### src/rtl/dm_arb_pkg.sv
// dm_arb_pkg: shared types and constants for the data-memory arbiter.
//   state_e  : sequencer states IDLE / ACCESS / MERGE / RESP
//   BE_FULL  : all four byte lanes enabled
//   BE_NONE  : no byte lane enabled
//   M0, M1   : grant ids for master 0 and master 1
package dm_arb_pkg;

  typedef enum logic [1:0] {
    IDLE   = 2'd0,
    ACCESS = 2'd1,
    MERGE  = 2'd2,
    RESP   = 2'd3
  } state_e;

  localparam logic [3:0] BE_FULL = 4'b1111;
  localparam logic [3:0] BE_NONE = 4'b0000;

  localparam logic M0 = 1'b0;
  localparam logic M1 = 1'b1;

  // True when only some of the lanes are enabled, which forces a read-modify-write.
  function automatic logic be_is_partial(input logic [3:0] be);
    return (be != BE_FULL) && (be != BE_NONE);
  endfunction

endpackage

### src/rtl/dm_byte_merge.sv
// dm_byte_merge: combinational 4-lane byte merge.
//   i_old    : word currently held in memory
//   i_new    : lane-aligned store data
//   i_be     : byte enables; lane i taken from i_new when i_be[i] is set
//   o_merged : resulting full word
module dm_byte_merge (
  input  logic [31:0] i_old,
  input  logic [31:0] i_new,
  input  logic [3:0]  i_be,
  output logic [31:0] o_merged
);

  always_comb begin
    o_merged = i_old;
    for (int i = 0; i < 4; i++) begin
      if (i_be[i]) begin
        o_merged[8*i +: 8] = i_new[8*i +: 8];
      end
    end
  end

endmodule

### src/rtl/dm_arbiter.sv
// dm_arbiter: two-master arbiter and sequencer in front of a word-addressed data memory.
// Partial stores are turned into read-modify-write sequences, since the memory only
// accepts full-word writes.
//
// Ports:
//   clock, reset               : clock, asynchronous active-high reset
//   m0_* / m1_*                : req/we/addr/wdata/be in, ack/rdata out, per master
//   dm_addr, dm_wren, dm_wdata : memory address / write enable / write data
//   dm_rdata                   : memory combinational read data
//
// Build option: DM_ARB_FIXED_PRIO_EN -- when defined, master 0 always wins a tie and no
// round-robin pointer exists; otherwise the tie goes to the master named by the pointer.
module dm_arbiter
  import dm_arb_pkg::*;
#(
  parameter int unsigned AW = 32,
  parameter int unsigned DW = 32
) (
  input  logic          clock,
  input  logic          reset,
  input  logic          m0_req,
  input  logic          m0_we,
  input  logic [AW-1:0] m0_addr,
  input  logic [DW-1:0] m0_wdata,
  input  logic [3:0]    m0_be,
  output logic          m0_ack,
  output logic [DW-1:0] m0_rdata,
  input  logic          m1_req,
  input  logic          m1_we,
  input  logic [AW-1:0] m1_addr,
  input  logic [DW-1:0] m1_wdata,
  input  logic [3:0]    m1_be,
  output logic          m1_ack,
  output logic [DW-1:0] m1_rdata,
  output logic [AW-1:0] dm_addr,
  output logic          dm_wren,
  output logic [DW-1:0] dm_wdata,
  input  logic [DW-1:0] dm_rdata
);

  state_e        r_state;
  state_e        w_state_d;
  logic          r_we;
  logic [AW-3:0] r_word_addr;
  logic [DW-1:0] r_wdata;
  logic [3:0]    r_be;
  logic          r_gnt;
  logic [DW-1:0] r_rdata;
  logic [DW-1:0] r_merged;

  logic          w_any_req;
  logic          w_pick;
  logic          w_sel_we;
  logic [AW-1:0] w_sel_addr;
  logic [DW-1:0] w_sel_wdata;
  logic [3:0]    w_sel_be;
  logic [DW-1:0] w_merged;
  logic          w_unused_addr;

  // Byte offsets never reach the memory.
  assign w_unused_addr = ^{m0_addr[1:0], m1_addr[1:0]};

  assign w_any_req = m0_req | m1_req;

`ifdef DM_ARB_FIXED_PRIO_EN
  assign w_pick = m0_req ? M0 : M1;
`else
  logic r_ptr;

  always_comb begin
    if (m0_req && m1_req) begin
      w_pick = r_ptr;
    end else begin
      w_pick = m0_req ? M0 : M1;
    end
  end

  // After each response the tie-break favours the master that was not served.
  always_ff @(posedge clock or posedge reset) begin
    if (reset) begin
      r_ptr <= M0;
    end else if (r_state == RESP) begin
      r_ptr <= ~r_gnt;
    end
  end
`endif

  assign w_sel_we    = (w_pick == M1) ? m1_we    : m0_we;
  assign w_sel_addr  = (w_pick == M1) ? m1_addr  : m0_addr;
  assign w_sel_wdata = (w_pick == M1) ? m1_wdata : m0_wdata;
  assign w_sel_be    = (w_pick == M1) ? m1_be    : m0_be;

  dm_byte_merge u_merge (
    .i_old    (dm_rdata),
    .i_new    (r_wdata),
    .i_be     (r_be),
    .o_merged (w_merged)
  );

  always_ff @(posedge clock or posedge reset) begin
    if (reset) begin
      r_state     <= IDLE;
      r_we        <= 1'b0;
      r_word_addr <= '0;
      r_wdata     <= '0;
      r_be        <= BE_NONE;
      r_gnt       <= M0;
      r_rdata     <= '0;
      r_merged    <= '0;
    end else begin
      r_state <= w_state_d;
      if (r_state == IDLE && w_any_req) begin
        r_we        <= w_sel_we;
        r_word_addr <= w_sel_addr[AW-1:2];
        r_wdata     <= w_sel_wdata;
        r_be        <= w_sel_be;
        r_gnt       <= w_pick;
      end
      // The word seen in ACCESS is the pre-write value; it is both returned and merged.
      if (r_state == ACCESS) begin
        r_rdata  <= dm_rdata;
        r_merged <= w_merged;
      end
    end
  end

  always_comb begin
    w_state_d = r_state;
    unique case (r_state)
      IDLE:    if (w_any_req) w_state_d = ACCESS;
      ACCESS:  w_state_d = (r_we && be_is_partial(r_be)) ? MERGE : RESP;
      MERGE:   w_state_d = RESP;
      RESP:    w_state_d = IDLE;
      default: w_state_d = IDLE;
    endcase
  end

  // Memory controls decode straight from state so reset removes a write at once.
  always_comb begin
    dm_wren  = 1'b0;
    dm_wdata = r_wdata;
    unique case (r_state)
      ACCESS: dm_wren = r_we && (r_be == BE_FULL);
      MERGE: begin
        dm_wren  = 1'b1;
        dm_wdata = r_merged;
      end
      default: ;
    endcase
  end

  assign dm_addr = {r_word_addr, 2'b00};

  assign m0_ack   = (r_state == RESP) && (r_gnt == M0);
  assign m1_ack   = (r_state == RESP) && (r_gnt == M1);
  assign m0_rdata = r_rdata;
  assign m1_rdata = r_rdata;

endmodule

### config.mk
export PLATFORM = sky130hd
export DESIGN_NAME = dm_arbiter
export DESIGN_NICKNAME = d
export VERILOG_FILES = /design/src/rtl/dm_arb_pkg.sv /design/src/rtl/dm_byte_merge.sv /design/src/rtl/dm_arbiter.sv
export SDC_FILE = /design/constraint.sdc
export NUM_CORES = 1
export LEC_CHECK = 0
export ABC_AREA = 0
export CORE_ASPECT_RATIO = 0.75
export CORE_MARGIN = 1
export CORE_UTILIZATION = 45
export CTS_BUF_LIST = sky130_fd_sc_hd__clkbuf_16
export DETAILED_ROUTE_END_ITERATION = 6
export MAX_ROUTING_LAYER = met4
export PLACE_DENSITY = 0.94
export SLEW_MARGIN = 10
export SYNTH_ARGS = -nofsm -noshare
export SYNTH_HDL_FRONTEND = slang
export SYNTH_SLANG_ARGS = --single-unit
### constraint.sdc
create_clock -name clock -period 7.3 [get_ports clock]
set_input_delay 1.46 -clock clock [delete_from_list [all_inputs] [get_ports clock]]
set_output_delay 1.46 -clock clock [all_outputs]
set_load 0.02 [all_outputs]
==> results.md, run 1 <==
* CTS Hold Buffers Added at 0
* Clock root buffer master: clkbuf_16
* Setup TNS at 0 ns
* Number of iterations in the first detailed-routing pass at 5
* DR iter-0 viols at 258
* Crit share post-route at about 60%
* Worst Path Max Fanout at 98
* Io pins at around 310
* Syn avg cell area at roughly 9.8 µm²
* WS Path Type: flop to output port
* Final non-filler cell area at 10000 µm²
* Initial Utilization at roughly 47%
* Port bufs at 298
* Clock group share of total power at 18.6%
* Reg power frac at between 20 and 30%
* Post-CTS resize count at 0
* Comb power frac at 52.3%
* Static leakage at 0.00416 µW
* Crit start category: flop
* Status: complete, no violations
* # Max-Cap Violations at 0
* Predominant post-synthesis flop cell: dfrtp_1
* Drt drc at 0
* Fmax at 231 MHz
* Routed vias/inst at between 5 and 6
* Reg2reg start: r_state[0]
* Design Power at 4970 µW
* Worst EP required at 5.84 ns
* Crit path DAT at about 2.9 ns
* Pin count of the biggest net entering global routing at 99
* Placed Area at 9370 µm²
* Worst hold path type: flop to flop
* DP Worst Slack at 3.36 ns
* Pint at 3020 µW
* Switching share of power at 39.2%
* Cell taking the most area after synthesis: dfrtp_1
* Slew @ Worst Pin at 1.06 ns
* Clock sinks at 135
* Pwr Density at 496 nW/µm²
* List of most frequent post-synthesis cells: dfrtp_1 (135), nand2_1 (135), nor2_1 (102), a31oi_1 (68), mux2_2 (64)
* Final setup viols at 0
* Post-route ant nets at 0
* Synthesized area at 6610 µm²
* H-Tree Level Count at 4
* Layout cells sized above 1 at ~11%
* Clock latency at the later pin of the worst-skew pair at 0.40 ns
* ANT cells at 0
* Ys Warns at 0
* Placeable Area at 14000 µm²
* Post-layout min period at 4.33 ns
* Placer Congestion at 0.806
* Setup crit end kind: output port
* CTS Buf Count at 17
* RSZ-0062 raised after global routing: no
* Row count at 37
* Synth area leaders: dfrtp_1 (51%), mux2_2 (11%), nand2_1 (7.7%)
* Fin nets at 1093
* Crit path launch: r_state[1]
* Psw at 1950 µW
* Routed Wire Length at between 15 and 20 mm
* Postcts setup bufs at 0
* Chip Width at 142 µm
* Final slew viol count at 0
* Layout area overhead at 51.4%
* Cell count after synthesis at 674
* Initial antenna violation count at 0
* Netlist cell types at 27
* Total congestion overflow at 0
* Yosys reg bits at 135
* Hold Worst Slack at 0.524 ns
* Max VDD drop at 313 µV
* Via count at 5777
* Clock Skews at 0.00857 ns
* Vias in the first global route at 6052
* Post-synth EDFFs at 0
* Drt wl/cell at roughly 17 µm
* Relative slew slack at 29.1%
* Min-delay src: r_merged[21]
* Sequential-to-total area share from yosys stat at about half
* First-pass GRT wire length at 30.6 mm
* Asr flop ratio synth at 100%
* HPWL after DPL at between 10 and 15 mm
* Die Y at about 110 µm
* Yosys top cell area share at 51.1%
* GRT Overall Usage at 26.8%
* Clock Path Buffers at 2
* Clk pin slew, worst setup/hold paths at 0.06 ns
* CTS tree: done
* Full die area at 15200 µm²
* Final hold violation count at 0
* Worst Slack Setup Final at 2.97 ns
-- flip-flops by register name, summed over array words and instances, names as in the netlist --
register	count
m0_rdata	32
r_merged	32
r_wdata	32
r_word_addr	30
r_be	4
r_state	2
r_gnt	1
r_ptr	1
r_we	1
-- layer usage --
metal	up-vias	share of wire, %	track usage, %
met3	32	7.0	6.61
li1	2725	-	-
met1	2775	41	31.2
met5	-	0	-
met4	0	1.9	8.76
met2	245	50	45.8
-- path summary, 6_finish.rpt --
path / endpoint / cells past startpoint / slack [ns]
max in group asynchronous: r_be[0] / 3 / 4.40
worst max-delay path: dm_wren / 6 / 2.97
worst min-delay path: r_merged[21] / 2 / 0.52
worst max register to register: r_word_addr[26] / 6 / 4.73
min in group asynchronous: r_word_addr[25] / 2 / 1.49
worst min register to register: r_merged[21] / 2 / 0.52
-- critical path: stages, from the launching register on --
cell             delay, ns
dfrtp_1               0.41
inv_1                 0.15
ha_4                  0.14
buf_4                 0.80
a31oi_1               0.17
nor2b_1               0.17
clkdlybuf4s50_1       0.64
-- cell usage in the layout (no fill, tap or decap), types with 2 or more instances in the layout --
master           count
conb_1               2
clkinvlp_4           3
nor3_1               2
a31oi_1             68
dfrtp_1            135
nand2_1            135
clkdlybuf4s50_1    298
nor2b_1              2
clkinv_4             3
clkinv_1             2
buf_4                5
clkbuf_16           17
mux2i_1             32
bufinv_16            5
nor2_1             102
a21oi_1             33
ha_1                 2
mux2_2              64
inv_1                2
-- metrics by stage --
step / instances / util [%]
2_1_floorplan: 675 / -
5_1_grt: 1121 / 71.3
3_5_place_dp: 1091 / 66.8
3_3_place_gp: 1091 / 66.8
6_report: 1121 / 71.3
4_1_cts: 1121 / 71.3
-- area by class of cell --
cell class | instances | area (µm²)
tap | 195 | 244
timing repair buffer | 303 | 3020
clock buffer | 17 | 425
multi-input combinational | 455 | 2720
inverter | 3 | 16.3
clock inverter | 13 | 206
fill | 979 | 4020
sequential | 135 | 3380
-- logic make-up after synthesis --
group / after synthesis / synth area share, %
AOI/OAI and AO/OA: 107 / 9.64
adders and majority gates: 4 / 0.757
other: 1 / 0.0567
DFF: 135 / 51.1
muxes: 96 / 15.8
buffers and inverters: 85 / 8.31
and+or+nand+nor: 246 / 14.4
-- power by group through the flow --
stage | sequential, µW | combinational [µW] | clock, µW
after floorplan | 1550 | 1500 | 0
after global placement | 1420 | 2540 | 0
after detailed placement | 1450 | 2610 | 0
after CTS | 1440 | 2620 | 935
after global routing | 1500 | 2780 | 972
final | 1450 | 2600 | 922
Power figures use the tool's default switching activity.
==> inputs of run 2 (changes only) <==
--- a/config.mk
+++ b/config.mk
@@ -8,11 +8,11 @@
 export ABC_AREA = 0
 export CORE_ASPECT_RATIO = 0.75
 export CORE_MARGIN = 1
-export CORE_UTILIZATION = 45
+export CORE_UTILIZATION = 38
 export CTS_BUF_LIST = sky130_fd_sc_hd__clkbuf_16
 export DETAILED_ROUTE_END_ITERATION = 6
 export MAX_ROUTING_LAYER = met4
-export PLACE_DENSITY = 0.94
+export PLACE_DENSITY = 0.86
 export SLEW_MARGIN = 10
 export SYNTH_ARGS = -nofsm -noshare
 export SYNTH_HDL_FRONTEND = slang
==> constraint.sdc (replaced) <==
create_clock -name clock -period 3.8 [get_ports clock]
set_input_delay 0.76 -clock clock [delete_from_list [all_inputs] [get_ports clock]]
set_output_delay 0.76 -clock clock [all_outputs]
set_load 0.02 [all_outputs]
==> run 2 against run 1 <==
  * Flip-flop and latch count stayed put
  * Highest routed layer unchanged
  * Clock skew rose by 0.0053 ns
  * Critical path type unchanged
  * Sequential power rose by 86%
  * Die area is 18% higher
  * Clock power up 83%
  * Global-route usage down 5.0 points
  * Hold slack got worse by 0.0021 ns
  * Routed wire length down 1.6%
==> results.md, run 2 (synthesis results as in run 1) <==
* Fmax at 296 MHz
* Placeable Area at 16900 µm² (was 14000 µm²)
* Crit share post-route at roughly nine tenths
* Full die area at 17900 µm² (was 15200 µm²)
* Hold Worst Slack at 0.522 ns (was 0.524 ns)
* Setup TNS at 0 ns (unchanged)
* Final setup viols at 0 (unchanged)
* Status: complete, no violations (unchanged)
* H-Tree Level Count at 4 (unchanged)
* Final hold violation count at 0 (unchanged)
* Post-layout min period at around 3.4 ns
* HPWL after DPL at 12.6 mm (was 13.1 mm)
* Post-route insts no fill at 1148 (was 1121)
* Total congestion overflow at 0 (unchanged)
* Clock sinks at 135 (unchanged)
* Crit path DAT at 2.61 ns (was 2.87 ns)
* Routed Wire Length at 18.8 mm (was 19.1 mm)
* Clk pin slew, worst setup/hold paths at 0.06 ns (about the same)
* Via count at 5827 (was 5777)
* CTS Buf Count at 17 (unchanged)
* Vias in the first global route at 5849 (was 6052)
* Placed Cells at 1116 (was 1091)
* Number of iterations in the first detailed-routing pass at 6 (was 5)
* Max VDD drop at 510 µV (was 313 µV)
* Chip Width at 154 µm (was 142 µm)
* Clock root buffer master: clkbuf_16 (unchanged)
* Die Y at 116 µm (was 107 µm)
* Worst Path Max Fanout at 23 (was 98)
* Postcts setup bufs at 0 (unchanged)
* WS Path Type: flop to output port (unchanged)
* Placer Congestion at 0.777 (was 0.806)
* Slew @ Worst Pin at 1.09 ns (was 1.06 ns)
* ANT cells at 0 (unchanged)
* Fill cells at 1350 (was 979)
* Clock latency at the later pin of the worst-skew pair at 0.41 ns (was 0.40 ns)
* Io pins at 305 (unchanged)
* GRT Overall Usage at 21.9% (was 26.8%)
* Crit start category: flop (unchanged)
* Clock Path Buffers at 2 (unchanged)
* Final slew viol count at 0 (unchanged)
* RSZ-0062 raised after global routing: no (unchanged)
* Most common cell after layout, fill and taps aside: clkdlybuf4s50_1 (unchanged)
* Pin count of the biggest net entering global routing at 136 (was 99)
* Drt drc at 0 (unchanged)
* Worst EP required at 3.04 ns (was 5.84 ns)
* Port bufs at 298 (unchanged)
* Fin nets at 1098 (was 1093)
* # Max-Cap Violations at 0 (unchanged)
* Worst hold path type: flop to flop (unchanged)
* Routed vias/inst at 5.08 (was 5.15)
* Setup crit end kind: output port (unchanged)
* Layout area overhead at 52.7% (was 51.4%)
* Initial antenna violation count at 0 (unchanged)
* Post-route ant nets at 0 (unchanged)
* Clock Skews at 0.0139 ns (was 0.00857 ns)
* Layout cells sized above 1 at 11.9% (was 11.2%)
* Pwr Density at 943 nW/µm² (was 496 nW/µm²)
* Post-CTS resize count at 0 (unchanged)
* DR iter-0 viols at 320 (was 258)
* Static leakage at 0.00419 µW (was 0.00416 µW)
* CTS Hold Buffers Added at 0 (unchanged)
* Row count at 41 (was 37)
* Relative slew slack at 27.1% (was 29.1%)
* Initial Utilization at 39.0% (was 47.1%)
* Most frequent cells in the layout: clkdlybuf4s50_1 (298), nand2_1 (135), dfrtp_1 (135) (unchanged)
* First-pass GRT wire length at 29.5 mm (was 30.6 mm)
* Final non-filler cell area at 10100 µm² (was 10000 µm²)
* CTS tree: done (unchanged)
* Placed Area at 9490 µm² (was 9370 µm²)
* Drt wl/cell at 16.3 µm (was 17.0 µm)
run 2: worst paths after layout:
check,start,endpoint,slack (ns),cells past startpoint
setup / recovery,r_state[0],dm_wdata[31],0.43,5
hold / removal,r_merged[28],r_merged[28],0.52,2
setup reg to reg,r_state[1],m0_rdata[3],1.70,4
hold reg to reg,r_merged[28],r_merged[28],0.52,2
max in group asynchronous,reset,r_merged[20],2.33,3
min in group asynchronous,reset,r_word_addr[15],0.87,3
run 2: area by class of cell:
| cell class | instances | area [µm²] | area share [%] |
|---|---|---|---|
| Inverter | 3 | 15.0 | 0.149 |
| Multi-Input combinational cell | 455 | 2720 | 26.9 |
| Clock inverter | 15 | 178 | 1.76 |
| Tap cell | 215 | 269 | 2.67 |
| Clock buffer | 17 | 425 | 4.22 |
| Timing Repair Buffer | 308 | 3110 | 30.8 |
| Sequential cell | 135 | 3380 | 33.5 |
run 2: metal layers:
layer / vias to the layer above / track usage (%) / share of wire [%]
met5: - / - / 0
met4: 0 / 8.78 / 2.4
met3: 38 / 5.60 / 6.2
met2: 254 / 35.7 / 47
met1: 2788 / 26.2 / 44
li1: 2747 / - / -
run 2: stage by stage:
step                util (%)  total power, µW  worst slack, ns
detailed placement      56.0             7860            0.844
global placement        56.0             7720            0.878
floorplan                  -             5860             1.36
global route            59.6            10100            0.292
finish                  59.6             9510            0.425
CTS                     59.6             9600            0.395
run 2: critical path: stages (launching register included):
cell,delay (ns)
dfrtp_1,0.44
inv_1,0.15
ha_2,0.44
buf_12,0.25
mux2_2,0.36
clkdlybuf4s50_1,0.56
run 2: power breakdown:
group | internal [µW] | total, µW | leakage, µW | switching, µW
combinational | 2520 | 5120 | 0.00239 | 2600
sequential | 2180 | 2700 | 0.00151 | 519
clock | 1040 | 1690 | 0.000289 | 653
